--- config.mk ---
export PLATFORM = sky130hd
export DESIGN_NAME = pipe_mux_n
export DESIGN_NICKNAME = d
export VERILOG_FILES = /design/src/rtl/pipe_mux_pkg.sv /design/src/rtl/pipe_mux_skid.sv /design/src/rtl/pipe_mux_n.sv
export SDC_FILE = /design/constraint.sdc
export NUM_CORES = 1
export LEC_CHECK = 0
export CELL_PAD_IN_SITES_DETAIL_PLACEMENT = 1
export CELL_PAD_IN_SITES_GLOBAL_PLACEMENT = 1
export CORE_ASPECT_RATIO = 0.5
export CORE_MARGIN = 8
export CORE_UTILIZATION = 26
export DETAILED_ROUTE_END_ITERATION = 16
export PLACE_DENSITY_LB_ADDON = 0.1
export SYNTH_ARGS = -nofsm -noshare
export SYNTH_HDL_FRONTEND = slang
export SYNTH_SLANG_ARGS = --single-unit
--- constraint.sdc ---
create_clock -name clk -period 4.1 [get_ports clk]
set_input_delay 0.41 -clock clk [delete_from_list [all_inputs] [get_ports clk]]
set_output_delay 0.41 -clock clk [all_outputs]
set_load 0.03 [all_outputs]
--- src/rtl/pipe_mux_pkg.sv ---
// pipe_mux_pkg: shared helpers and types for the pipe_mux_n slice.
//   sel_width(n) : select width for an n-way mux, $clog2(n) but never below 1.
//   mux_beat_t   : {err, data} beat layout at the default data width. The top
//                  module declares the same layout locally at its own width W.
// Optional feature macro used by this slice: MUX_SKID_EN (see pipe_mux_skid).
package pipe_mux_pkg;

    localparam int MUX_DEF_W = 32;

    function automatic int sel_width(input int n);
        if (n <= 2) begin
            return 1;
        end else begin
            return $clog2(n);
        end
    endfunction

    typedef struct packed {
        logic                 err;
        logic [MUX_DEF_W-1:0] data;
    } mux_beat_t;

endpackage

--- src/rtl/pipe_mux_skid.sv ---
// pipe_mux_skid: generic DW-bit valid/ready register slice.
//   clk, rst              : clock, synchronous active-high reset
//   in_data/in_valid/in_ready    : upstream side
//   out_data/out_valid/out_ready : downstream side (registered)
// Macro MUX_SKID_EN: when defined, a one-entry skid register sits behind the
// output register and in_ready comes from a flop (no out_ready->in_ready path).
// When undefined, only the output register exists and in_ready is combinational.
module pipe_mux_skid #(
    parameter int DW = 33
) (
    input  logic          clk,
    input  logic          rst,
    input  logic [DW-1:0] in_data,
    input  logic          in_valid,
    output logic          in_ready,
    output logic [DW-1:0] out_data,
    output logic          out_valid,
    input  logic          out_ready
);

    logic          out_valid_q, out_valid_d;
    logic [DW-1:0] out_data_q,  out_data_d;
    logic          in_ready_s;
    logic          accept_s;

    assign accept_s  = in_valid && in_ready_s;
    assign in_ready  = in_ready_s;
    assign out_valid = out_valid_q;
    assign out_data  = out_data_q;

`ifdef MUX_SKID_EN

    logic          skid_valid_q, skid_valid_d;
    logic [DW-1:0] skid_data_q,  skid_data_d;
    logic          in_ready_q,   in_ready_d;
    logic          pop_s;

    // in_ready_q is 1 exactly when the skid is empty; reset masks it.
    assign in_ready_s = in_ready_q && !rst;
    assign pop_s      = out_valid_q && out_ready;

    // Next-state for the output register, skid entry and registered ready.
    always_comb begin
        out_valid_d  = out_valid_q;
        out_data_d   = out_data_q;
        skid_valid_d = skid_valid_q;
        skid_data_d  = skid_data_q;
        in_ready_d   = in_ready_q;
        if (!out_valid_q) begin
            // Output empty implies skid empty: new beat goes straight out.
            if (accept_s) begin
                out_valid_d = 1'b1;
                out_data_d  = in_data;
            end else begin
                out_valid_d = 1'b0;
            end
        end else if (pop_s) begin
            if (skid_valid_q) begin
                // Skid full means in_ready was low, so no accept can coincide.
                out_data_d   = skid_data_q;
                skid_valid_d = 1'b0;
                in_ready_d   = 1'b1;
            end else if (accept_s) begin
                out_data_d = in_data;
            end else begin
                out_valid_d = 1'b0;
            end
        end else begin
            // Output stalled: a newly accepted beat parks in the skid.
            if (accept_s) begin
                skid_valid_d = 1'b1;
                skid_data_d  = in_data;
                in_ready_d   = 1'b0;
            end else begin
                skid_valid_d = skid_valid_q;
            end
        end
    end

    // State registers; reset empties both entries and re-arms in_ready.
    always_ff @(posedge clk) begin
        if (rst) begin
            out_valid_q  <= 1'b0;
            out_data_q   <= {DW{1'b0}};
            skid_valid_q <= 1'b0;
            skid_data_q  <= {DW{1'b0}};
            in_ready_q   <= 1'b1;
        end else begin
            out_valid_q  <= out_valid_d;
            out_data_q   <= out_data_d;
            skid_valid_q <= skid_valid_d;
            skid_data_q  <= skid_data_d;
            in_ready_q   <= in_ready_d;
        end
    end

`else

    // Ready when the output register is free or is being drained this cycle.
    assign in_ready_s = !rst && (!out_valid_q || out_ready);

    // Next-state for the single output register.
    always_comb begin
        out_valid_d = out_valid_q;
        out_data_d  = out_data_q;
        if (accept_s) begin
            out_valid_d = 1'b1;
            out_data_d  = in_data;
        end else if (out_ready) begin
            out_valid_d = 1'b0;
        end else begin
            out_valid_d = out_valid_q;
        end
    end

    // Output register with synchronous reset.
    always_ff @(posedge clk) begin
        if (rst) begin
            out_valid_q <= 1'b0;
            out_data_q  <= {DW{1'b0}};
        end else begin
            out_valid_q <= out_valid_d;
            out_data_q  <= out_data_d;
        end
    end

`endif

endmodule

--- src/rtl/pipe_mux_n.sv ---
// pipe_mux_n: registered N-way, W-bit multiplexer with valid/ready on both sides.
//   clk, rst    : clock, synchronous active-high reset
//   in_data     : N packed channels, channel k at [k*W +: W]
//   in_sel      : channel select, qualified by in_valid
//   in_valid/in_ready   : upstream handshake
//   out_data    : selected channel (zero when the select is out of range)
//   out_sel_err : select for this beat was >= N
//   out_valid/out_ready : downstream handshake
// Macro MUX_SKID_EN: adds a one-entry skid behind the output register and
// makes in_ready a flop.
module pipe_mux_n
    import pipe_mux_pkg::*;
#(
    parameter int N    = 4,
    parameter int W    = 32,
    parameter int SELW = sel_width(N)
) (
    input  logic            clk,
    input  logic            rst,
    input  logic [N*W-1:0]  in_data,
    input  logic [SELW-1:0] in_sel,
    input  logic            in_valid,
    output logic            in_ready,
    output logic [W-1:0]    out_data,
    output logic            out_sel_err,
    output logic            out_valid,
    input  logic            out_ready
);

    // Same layout as mux_beat_t, sized to this instance's W.
    typedef struct packed {
        logic         err;
        logic [W-1:0] data;
    } beat_t;

    logic [N-1:0] sel_hit_s;
    beat_t        in_beat_s;
    logic [W:0]   out_vec_s;
    beat_t        out_beat_s;

    // One-hot select decode followed by an AND-OR mux. An out-of-range select
    // hits no channel, which yields zero data and raises err in one step.
    always_comb begin
        sel_hit_s      = {N{1'b0}};
        in_beat_s.data = {W{1'b0}};
        for (int k = 0; k < N; k++) begin
            sel_hit_s[k]   = (in_sel == SELW'(k));
            in_beat_s.data = in_beat_s.data | (in_data[k*W +: W] & {W{sel_hit_s[k]}});
        end
        in_beat_s.err = ~|sel_hit_s;
    end

    pipe_mux_skid #(
        .DW (W + 1)
    ) u_slice (
        .clk       (clk),
        .rst       (rst),
        .in_data   (in_beat_s),
        .in_valid  (in_valid),
        .in_ready  (in_ready),
        .out_data  (out_vec_s),
        .out_valid (out_valid),
        .out_ready (out_ready)
    );

    assign out_beat_s  = out_vec_s;
    assign out_data    = out_beat_s.data;
    assign out_sel_err = out_beat_s.err;

endmodule

Yosys cells after proc, flatten, opt, wreduce, memory -nomap -nowiden
Cells that the tools add are included.
{"block": "word_totals", "reg_bits": 34, "latchBits": 0, "ramBits": 0, "romBits": 0, "input_bits": 134, "wordCells": 23, "mem_count": 0}
{"block": "op_classes", "addsub": 0, "mul": 0, "div": 0, "n_lt_le_gt_ge": 0, "n_eq_ne": 3, "n_shift": 0, "muxes": 2, "bitwise_logic": 7, "reduce_logical": 9}
{"cell": "$and A32 B32 Y32", "n": 4}
{"cell": "$or A32 B32 Y32", "n": 3}
{"cell": "$eq A2 B2 Y1 const B", "n": 2}
{"cell": "$reduce_or A4 Y1", "n": 1}
{"cell": "$logic_not A1 Y1", "n": 3}
{"cell": "$eq A2 B1 Y1 const B", "n": 1}
{"cell": "$logic_and A1 B1 Y1", "n": 2}
{"cell": "$logic_not A2 Y1", "n": 1}
{"cell": "$mux W1", "n": 2}
{"cell": "$reduce_bool A2 Y1", "n": 1}
{"cell": "$logic_or A1 B1 Y1", "n": 1}

Depth between registers and ports, before layout
{"block": "logic_depth", "word_depth": 5, "depth_mapped": 5, "ltp_nobuf": 3}

Cells and area by module
From an unflattened synthesis, not the netlist that was laid out.
{"block": "hier_totals", "hier_cells": 190, "hier_area_um2": 2378.5}
{"module": "pipe_mux_skid", "instances": 1, "cells_per_inst": 149, "area_per_inst_um2": 1556.5, "seq_area_each_um2": 680.7}
{"module": "pipe_mux_n", "instances": 1, "cells_per_inst": 41, "area_per_inst_um2": 822.0, "seq_area_each_um2": 0.0}

Worst setup path after synthesis
Ideal clock, no wire load.
{"block": "synth_timing", "path_type": "input-to-reg", "startpoint": "input port in_sel[0]", "endpoint": "register u_slice.out_data_q[0] (netlist: u_slice.out_data[0])", "setup_ns": 0.115, "arrival_ns": 1.512, "t_required_ns": 3.985, "slack_ns": 2.472, "path_stages": 5, "n_path_buf": 2, "cell_sequence": "buf_6 -> buf_12 -> mux4_2 -> and4_1 -> a31o_1"}
{"block": "synth_between", "elab_chain_cells": 5}
{"element": "from (decl)", "line": "pipe_mux_n.sv:21", "text": "input logic [SELW-1:0] in_sel,"}
{"element": "$eq A2 B1 Y1 / $logic_not A2 Y1 (equally long branches)", "line": "pipe_mux_n.sv:47", "text": "sel_hit_s[k] = (in_sel == SELW'(k));"}
{"element": "$and A32 B32 Y32", "line": "pipe_mux_n.sv:48", "text": "in_beat_s.data = in_beat_s.data | (in_data[k*W +: W] & {W{sel_hit_s[k]}});"}
{"element": "$or A32 B32 Y32 (2 in series)", "line": "pipe_mux_n.sv:48"}
{"element": "$or A32 B32 Y32 *", "line": "pipe_mux_n.sv:48"}
{"element": "to (signal assigned)", "line": "pipe_mux_skid.sv:120", "text": "out_data_q <= {DW{1'b0}};"}
{"element": "to (signal assigned)", "line": "pipe_mux_skid.sv:123", "text": "out_data_q <= out_data_d;"}
{"element": "to (decl)", "line": "pipe_mux_skid.sv:22", "text": "logic [DW-1:0] out_data_q, out_data_d;"}
Mark *: on every way between the ends. The rest lies on a longest branch, timed or not.
A chain may end at the register's enable or synchronous reset.

Worst setup path in the final report
{"block": "layout_timing", "startpoint": "input port in_sel[1]", "endpoint": "register u_slice.out_data_q[19] (netlist: u_slice.out_data[19])"}
The elaborated chain is that of the path after synthesis.

==> summary.md <==
| Metric | Value |
|---|---|
| Synthesis-to-layout area growth | `85.8%` |
| Max clock buf depth | `2` |
| Normalized max-slew margin | `0.269` |
| Hpwl dp | `7160 um` |
| Root Buffer | `clkbuf_16` |
| Fillers | `834` |
| EDFF count, synth | `0` |
| Clk slew on worst S/H paths | `0.05 ns` |
| WS Path Type | `in2reg` |
| Setup bufs post-CTS | `0` |
| Antenna violations before repair | `0` |
| Post-CTS Resized | `0` |
| Minimum clock period | `2.37 ns` |
| CP Max Fanout | `18` |
| Leak Pwr | `1.45 nW` |
| Vias per inst | `5.06` |
| Yosys reg bits | `34` |
| Max-cap violations | `0` |
| Layout cells sized above 1 | `0.144` |
| Dominant cell by count in the synthesized netlist | `dfxtp_1` |
| WL/cell | `21.0 um` |
| Post-route setup TNS | `0 ns` |
| Gpl congestion | `0.857` |
| Syn avg cell area | `13.3 sq um` |
| FF-to-FF path depth | `4` |
| Pwr/cell area | `284 nW/um^2` |
| Die extent in y | `80.4 um` |
| CP arrival | `2.53 ns` |
| Residual DRC | `0` |
| Hold path depth | `1` |
| Global-route wire length before repair | `13600 um` |
| Die ar. | `11600 sq um` |
| FFs w/ async S/R, synth | `0` |
| Sequential cell area | `681 sq um` |
| Vias in the first global route | `2601` |
| Total routed wirelength | `9050 um` |
| Fmax | `0.423 GHz` |
| DR iter-0 viols | `71` |
| Synthesized instance count | `162` |
| Cell row count | `23` |
| Top post-synthesis cells by area | `dfxtp_1, mux4_2, and4_1, a31o_1, clkbuf_1` |
| Final net count | `452` |
| Status | `complete, no violations` |
| CTS H-tree depth | `2` |
| Finished Core Util | `0.499` |
| Syn_nets | `296` |
| Synth top cells by count | `dfxtp_1, and4_1, mux4_2, a31o_1, clkbuf_1` |
| Setup Skew | `0.00319 ns` |
| Slew @ Worst Pin | `1.10 ns` |
| Post-synthesis sequential area ratio | `0.315` |
| Num CTS Buffers | `5` |
| Global-route usage over all layers | `0.153` |
| Most used DFF post-synth | `dfxtp_1` |
| Pin count of the biggest net entering global routing | `66` |
| Synthesized area | `2160 sq um` |
| DRT antenna net count | `0` |
| Post-synthesis cell type count | `16` |
| Skew-Pair Late Insertion Delay | `0.27 ns` |
| Worst IR Drop VDD | `0.000158 V` |
| Drt first pass iters | `4` |
| RSZ-0062 raised after global routing | `false` |
| Initial core utilization | `0.269` |
| GRT Residual Overflow | `0` |
| Final critical-path share of the clock period | `0.577` |
| # clock sinks | `34` |
| Largest area contributor in the netlist | `dfxtp_1` |
| Die width | `145 um` |
| Place WS | `1.44 ns` |
| Critical path required time | `4.26 ns` |
| Final Hold Fails | `0` |
| Ys Warns | `0` |
| Setup ws final | `1.73 ns` |
| Max Slew Vio Count | `0` |
| Min-delay worst type | `reg2reg` |
| Crit end category | `flop` |
| Ant. Diodes | `0` |
| Via count | `2182` |
| CTS Hold Bufs | `0` |
| Top cell type's share of synthesized area | `0.315` |
| Top Ports | `169` |
| Buffers on Ports | `168` |
| Final setup viols | `0` |
| Total core area | `8030 sq um` |
| CTS tree | `yes` |
| Multi-input gate area | `1320 sq um` |
| CP startpoint kind | `input port` |
-- cell families (layout without fill, tap and decap cells) --
family / Yosys count / in the layout / share of synthesized area
DFF: 34 / 34 / 0.315
buffers and inverters: 25 / 182 / 0.0713
AOI/OAI and AO/OA: 32 / 32 / 0.130
and+or+nand+nor: 39 / 39 / 0.146
muxes: 32 / 32 / 0.337
-- worst max-delay path, stage by stage --
cell and delay, ns:
clkdlybuf4s50_1 0.96, buf_4 0.40, mux4_2 0.35, and4_1 0.22, a31o_1 0.18
-- metal layers --
layer,GRT usage,vias to the layer above,wire (um)
met2,0.296,91,4770
met4,0.0371,0,111
met3,0.0656,6,903
li1,-,1015,-
met5,0,-,0
met1,0.147,1070,3270
-- cell usage in the layout, fill, tap and decap left out, drive strengths merged, types with 2 or more instances in the layout --
cell / count
and4: 32
clkbuf: 7
dfxtp: 34
mux4: 32
clkdlybuf4s50: 167
clkinv: 2
a31o: 32
buf: 6
nor2: 3
-- power by group --
part | total (mW) | switching, mW | internal, mW
Combinational | 0.387 | 0.152 | 0.235
Sequential | 0.375 | 0.0149 | 0.360
Clock | 0.378 | 0.137 | 0.241
-- layout make-up --
class	instances	area share
multi-input combinational	103	0.330
clock inverter	1	0.00125
inverter	1	0.000936
timing repair buffer	173	0.427
clock buffer	7	0.0356
sequential	34	0.170
tap	112	0.0349
-- final timing paths --
path / start / to / slack (ns)
worst max-delay path: in_sel[1] / u_slice.out_data[19]$_SDFFE_PP0P_ / 1.73
worst min-delay path: u_slice.out_data[3]$_SDFFE_PP0P_ / u_slice.out_data[3]$_SDFFE_PP0P_ / 0.47
worst max register to register: u_slice.out_valid$_SDFFE_PP0P_ / u_slice.out_data[14]$_SDFFE_PP0P_ / 2.59
worst min register to register: u_slice.out_data[3]$_SDFFE_PP0P_ / u_slice.out_data[3]$_SDFFE_PP0P_ / 0.47
-- state kept, by name, summed over array words and instances, names as in the netlist --
signal and cells:
u_slice.out_valid 1, u_slice.out_data 33
-- metrics by stage --
step / hold WS, ns / std cells / cell area (sq um) / power [mW]
2_1_floorplan: 0.482 / 162 / 2160 / 0.564
3_3_place_gp: 0.456 / 423 / 3860 / 0.762
3_5_place_dp: 0.466 / 423 / 3860 / 0.773
4_1_cts: 0.480 / 431 / 4010 / 1.16
5_1_grt: 0.495 / 431 / 4010 / 1.20
6_report: 0.474 / 431 / 4010 / 1.14
Note: power is estimated with default switching activity, not from simulation.
